$ cat src/rtl/quad_pkg.sv
// Shared quadrature definitions: phase encoding, decoder states and
// transition classification. Phase constants are also used by joy2quad.
package quad_pkg;

    // Increment order of {A,B}: 00 -> 10 -> 11 -> 01 -> 00
    localparam logic [1:0] PH_0 = 2'b00;
    localparam logic [1:0] PH_1 = 2'b10;
    localparam logic [1:0] PH_2 = 2'b11;
    localparam logic [1:0] PH_3 = 2'b01;

    typedef enum logic {
        ST_INIT,
        ST_TRACK
    } state_t;

    typedef enum logic [1:0] {
        TR_NONE,
        TR_INC,
        TR_DEC,
        TR_ERR
    } trans_t;

    function automatic logic [1:0] next_phase(input logic [1:0] ph);
        case (ph)
            PH_0:    next_phase = PH_1;
            PH_1:    next_phase = PH_2;
            PH_2:    next_phase = PH_3;
            default: next_phase = PH_0;
        endcase
    endfunction

    function automatic trans_t classify(input logic [1:0] prev, input logic [1:0] curr);
        if (curr == prev)
            classify = TR_NONE;
        else if (curr == next_phase(prev))
            classify = TR_INC;
        else if (prev == next_phase(curr))
            classify = TR_DEC;
        else
            classify = TR_ERR;
    endfunction

endpackage

$ cat src/rtl/quad_filter.sv
// One encoder channel: 2-FF synchroniser followed by a stability filter that
// accepts a new level only after it has persisted for FILT_LEN cycles.
module quad_filter #(
    parameter int unsigned FILT_LEN = 4
) (
    input  logic clk_sys,
    input  logic reset,
    input  logic din,
    output logic level,
    output logic stable
);

    localparam int unsigned CW = 4;
    localparam logic [CW-1:0] LIMIT = CW'(FILT_LEN - 1);
    localparam logic [CW-1:0] FULL  = CW'(FILT_LEN);

    logic          sync_1;
    logic          sync_2;
    logic [CW-1:0] chg_cnt;
    logic [CW-1:0] hold_cnt;

    always_ff @(posedge clk_sys) begin
        if (reset) begin
            sync_1   <= 1'b0;
            sync_2   <= 1'b0;
            level    <= 1'b0;
            chg_cnt  <= '0;
            hold_cnt <= '0;
        end else begin
            sync_1 <= din;
            sync_2 <= sync_1;
            if (sync_2 != level) begin
                hold_cnt <= '0;
                if (chg_cnt == LIMIT) begin
                    level   <= sync_2;
                    chg_cnt <= '0;
                end else begin
                    chg_cnt <= chg_cnt + CW'(1);
                end
            end else begin
                chg_cnt <= '0;
                if (hold_cnt != FULL)
                    hold_cnt <= hold_cnt + CW'(1);
            end
        end
    end

    // Level has matched the synchronised input for FILT_LEN cycles
    assign stable = (hold_cnt == FULL);

endmodule

$ cat src/rtl/quad_decoder.sv
// Quadrature paddle decoder: filtered A/B channels drive a saturating position,
// step/error pulses, an error counter and an activity indicator.
module quad_decoder
    import quad_pkg::*;
#(
    parameter int unsigned FILT_LEN    = 4,
    parameter logic [7:0]  POS_RESET   = 8'h80,
    parameter logic [23:0] IDLE_CYCLES = 24'd12000000
) (
    input  logic       clk_sys,
    input  logic       reset,
    input  logic       enc_a,
    input  logic       enc_b,
    input  logic       pos_load,
    input  logic [7:0] pos_load_val,
    output logic [7:0] position,
    output logic       dir,
    output logic       step_pulse,
    output logic       err_pulse,
    output logic [7:0] err_cnt,
    output logic       active
);

    logic        level_a;
    logic        level_b;
    logic        stable_a;
    logic        stable_b;
    logic [1:0]  ab_q;
    logic [1:0]  prev_ab;
    state_t      state;
    trans_t      trans;
    logic        step_fire;
    logic [23:0] idle_cnt;

    quad_filter #(.FILT_LEN(FILT_LEN)) u_filt_a (
        .clk_sys (clk_sys),
        .reset   (reset),
        .din     (enc_a),
        .level   (level_a),
        .stable  (stable_a)
    );

    quad_filter #(.FILT_LEN(FILT_LEN)) u_filt_b (
        .clk_sys (clk_sys),
        .reset   (reset),
        .din     (enc_b),
        .level   (level_b),
        .stable  (stable_b)
    );

    always_comb begin
        trans = TR_NONE;
        if (state == ST_TRACK)
            trans = classify(prev_ab, ab_q);
    end

    // A load in the same cycle swallows the step entirely
    assign step_fire = ((trans == TR_INC) || (trans == TR_DEC)) && !pos_load;

    always_ff @(posedge clk_sys) begin
        if (reset) begin
            state      <= ST_INIT;
            ab_q       <= '0;
            prev_ab    <= '0;
            position   <= POS_RESET;
            dir        <= 1'b0;
            step_pulse <= 1'b0;
            err_pulse  <= 1'b0;
            err_cnt    <= '0;
        end else begin
            ab_q       <= {level_a, level_b};
            step_pulse <= step_fire;
            err_pulse  <= 1'b0;
            case (state)
                ST_INIT: begin
                    if (stable_a && stable_b) begin
                        prev_ab <= ab_q;
                        state   <= ST_TRACK;
                    end
                end
                ST_TRACK: begin
                    if (trans != TR_NONE)
                        prev_ab <= ab_q;
                    if (step_fire) begin
                        dir <= (trans == TR_INC);
                        if (trans == TR_INC)
                            position <= (position == 8'hFF) ? position : position + 8'd1;
                        else
                            position <= (position == 8'h00) ? position : position - 8'd1;
                    end
                    if (trans == TR_ERR) begin
                        err_pulse <= 1'b1;
                        if (err_cnt != '1)
                            err_cnt <= err_cnt + 8'd1;
                    end
                end
                default: state <= ST_INIT;
            endcase
            if (pos_load)
                position <= pos_load_val;
        end
    end

    always_ff @(posedge clk_sys) begin
        if (reset)
            idle_cnt <= '0;
        else if (step_fire)
            idle_cnt <= IDLE_CYCLES;
        else if (idle_cnt != '0)
            idle_cnt <= idle_cnt - 24'd1;
    end

    assign active = (idle_cnt != '0);

endmodule

$ cat config.mk
export PLATFORM = sky130hd
export DESIGN_NAME = quad_decoder
export DESIGN_NICKNAME = d
export VERILOG_FILES = /design/src/rtl/quad_pkg.sv /design/src/rtl/quad_filter.sv /design/src/rtl/quad_decoder.sv
export SDC_FILE = /design/constraint.sdc
export NUM_CORES = 1
export LEC_CHECK = 0
export ABC_CLOCK_PERIOD_IN_PS = 3500
export BUFFER_PORTS_ARGS = -buffer_cell sky130_fd_sc_hd__buf_2
export CAP_MARGIN = 20
export CORE_AREA = 2 2 98 100
export DETAILED_ROUTE_END_ITERATION = 10
export DIE_AREA = 0 0 100 102
export SLEW_MARGIN = 20
export SYNTH_ARGS = -nofsm -noshare
export SYNTH_HDL_FRONTEND = slang
export SYNTH_SLANG_ARGS = --single-unit
$ cat constraint.sdc
create_clock -name clk_sys -period 3.5 [get_ports clk_sys]
set_clock_uncertainty 0.1 [all_clocks]
set_input_delay 0 -clock clk_sys [delete_from_list [all_inputs] [get_ports clk_sys]]
set_output_delay 0 -clock clk_sys [all_outputs]
set_load 0.02 [all_outputs]
==> run summary <==
=====================================================================================
M2 GR Usage                                                                     24.8%
Detailed-route DRC error count                                                      0
Post-DR wirelength/cell                                                  12.8 microns
Resized Gates After CTS                                                             0
Path type of the worst setup path                                        flop to flop
Busiest grt layer                                                                met2
Gate Count Post-Synth                                                             401
Max Cap Violations                                                                  0
Static leakage power                                                          1.62 nW
Number of iterations in the first detailed-routing pass                             4
Global-route usage over all layers                                              14.9%
Input/output buffers                                                               32
Final critical path time including I/O delays and setup                       3.20 ns
Dominant combinational cell family by area after synthesis               simple AND/OR/NAND/NOR gates
Clk sink count                                                                     70
Run status                                                               finished clean
Cells taking the most area after synthesis                               dfxtp_1 39%, ha_1 6.3%, nor2_1 4.9%
Maximum fanout along the worst path                                                 8
Mean number of vias per cell                                                     5.26
Fraction of registers with async set/reset                                         0%
Num ports                                                                          33
Unrepaired setup endpoints after global routing                                 false
Diode insertion count for antenna repair                                            0
Total number of vias                                                             2964
Floorplan row count                                                                35
Cell type with the highest aggregate area in the netlist                      dfxtp_1
H-tree depth reported by CTS                                                        3
Type of element capturing the critical path                                      flop
Remaining global-route overflow                                                     0
Distinct cells, synth                                                              60
Critical path startpoint category                                                flop
Final slew viol count                                                               0
Post-Layout Cell Count                                                            563
Worst-skew pair later-pin latency                                             0.35 ns
Synthesized area divided by synthesized cell count                         8.94 sq um
Final net count                                                                   479
Area enclosed by the die boundary                                        0.0102 sq mm
Cell Pwr Density                                                          707 mW/mm^2
Clock slew seen by the registers of the worst setup and hold paths            0.08 ns
Slew at the pin with the worst max-slew slack                                0.607 ns
Final number of hold-violating endpoints                                            0
Global routing usage on met3                                                    4.51%
Synthesized Nets                                                                  433
Class of the tightest hold or removal check                              primary input to flop
Share of layout cells above drive strength 1                                    16.2%
Complex-gate fraction of the synthesized area                                   15.4%
Number of global-route vias before repair                                        2707
XOR/XNOR Fraction of Synth Area                                                 6.84%
Adder-cell area share of the yosys netlist                                      6.84%
Post-synthesis sequential area ratio                                            39.1%
Arrival time at the worst endpoint                                            3.34 ns
DP HPWL                                                                  5000 microns
Setup-failing EPs final                                                             0
Cell with the most instances after synthesis                                  dfxtp_1
Filler cell count in the final layout                                             893
Overall die height                                                        102 microns
Clk buf depth                                                                       2
Number of antenna violations at the first check in global routing                   0
List of most frequent post-synthesis cells                               70 x dfxtp_1, 47 x nor2_1, 31 x a21oi_1, 21 x nand2_1, 19 x inv_1
Initial core utilization                                                        39.4%
Final Cycle Share                                                               91.3%
Post-synthesis share of cell area spent on and, or, nand and nor gates          25.4%
First-pass GRT wire length                                               12200 microns
Top FF cell, synth                                                            dfxtp_1
Final total negative setup slack                                                 0 ns
Number of nets still failing antenna checks after routing                           0
Area added between synthesis and finish                                         16.6%
Standard cell core area                                                  0.00911 sq mm
Seq cells post-synth                                                               70
Clock buffers created by TritonCTS                                                  9
Post-synthesis instance area                                             0.00359 sq mm
Max transition margin                                                           59.5%
GRT met1 Usage                                                                  18.5%
Final estimated routing congestion in global placement                          0.875
Total Wirelength                                                         7190 microns
Proportion of synthesized area in mux cells                                     2.83%
Synth top area share                                                            39.1%
Worst hold slack                                                            0.0830 ns
EDFF count, synth                                                                   0
Root buffer cell                                                             clkbuf_8
Maximum number of pins on one net before global-route repair                       46
Highest attainable clock frequency                                            313 MHz
Clock tree from TritonCTS                                                         yes
Post-placement cell count                                                         533
Die X                                                                     100 microns
First DRT Iteration DRCs                                                          112
Warning count from the yosys run                                                    0
Largest voltage drop on the vdd net                                        0.000313 V
Data required time at the worst endpoint                                      3.64 ns
=====================================================================================
## metrics by stage
step	instance area (sq um)	power [mW]	util [%]	setup WS, ns
2_1_floorplan	3590	2.13	-	0.700
3_3_place_gp	3850	2.31	42.2	0.493
3_5_place_dp	3850	2.33	42.2	0.330
4_1_cts	4180	2.98	45.9	0.336
5_1_grt	4180	3.18	45.9	0.118
6_report	4180	2.96	45.9	0.304
## power by group
group / total, mW / internal [mW] / switching, mW
Combinational: 1.22 / 0.527 / 0.697
Sequential: 1.11 / 0.938 / 0.170
Clock: 0.626 / 0.317 / 0.309
Total: 2.96 / 1.78 / 1.18
## final timing paths
kind / start / endpoint / slack (ns) / cells past startpoint
setup / recovery: prev_ab[0] / position[7] / 0.30 / 10
hold / removal: reset / step_pulse / 0.08 / 3
setup reg to reg: prev_ab[0] / position[7] / 0.30 / 10
hold reg to reg: u_filt_a.sync_1 / u_filt_a.sync_2 / 0.34 / 1
## critical path, cell delays in order, from the launching register on
cell and delay [ns]:
dfxtp_1 0.44, mux2_2 0.36, o211ai_1 0.26, ha_1 0.32, inv_1 0.19, ha_1 0.31
a21oi_1 0.24, o2111ai_1 0.20, and3_1 0.22, o21a_1 0.18, o311ai_0 0.25
## repair_timing
action / 4_1_cts / 5_1_grt
endpoints found under the setup margin: 0 / 0
hold buffers: 14 / 0
endpoints found under the hold margin: 10 / 0
setup buffers: 0 / 0
## logic make-up (layout without fill, tap and decap cells)
family / Yosys count / count (layout)
xor+xnor: 28 / 28
fa+ha+maj: 19 / 19
flops: 70 / 70
mux: 10 / 10
simple gates: 161 / 161
compound gates: 80 / 80
buf+inv: 33 / 84
## final cells by class
class,instances,area (sq um),share of cell area (%)
multi-input cells,298,2050,49.1
flip-flops and latches,70,1400,33.5
repair buffers,49,323,7.72
clock buffers,12,165,3.95
well taps,111,139,3.32
inverters,19,71.3,1.71
clock inverters,4,28.8,0.688
## metal layers
| metal | up-vias | wire [microns] |
|---|---|---|
| met5 | - | 0 |
| met4 | 0 | 67 |
| met3 | 5 | 296 |
| met2 | 54 | 3340 |
| met1 | 1379 | 3490 |
| li1 | 1526 | - |
## registers in the layout, summed over array words and instances, names as in the netlist, 2 cells and up
name               count
position               8
u_filt_a.chg_cnt       4
u_filt_b.chg_cnt       4
prev_ab                2
ab_q                   2
idle_cnt              24
u_filt_b.hold_cnt      4
u_filt_a.hold_cnt      4
err_cnt                8
## placed cells by master (no fill, tap or decap), types with 12 or more instances in the layout
cell,n
ha_1,18
nor2_1,47
xor2_1,12
dlygate4sd3_1,14
buf_2,32
inv_1,19
a21oi_1,31
nand2_1,21
clkbuf_8,12
xnor2_1,16
dfxtp_1,70
nand3_1,12
Power figures use the tool's default switching activity.
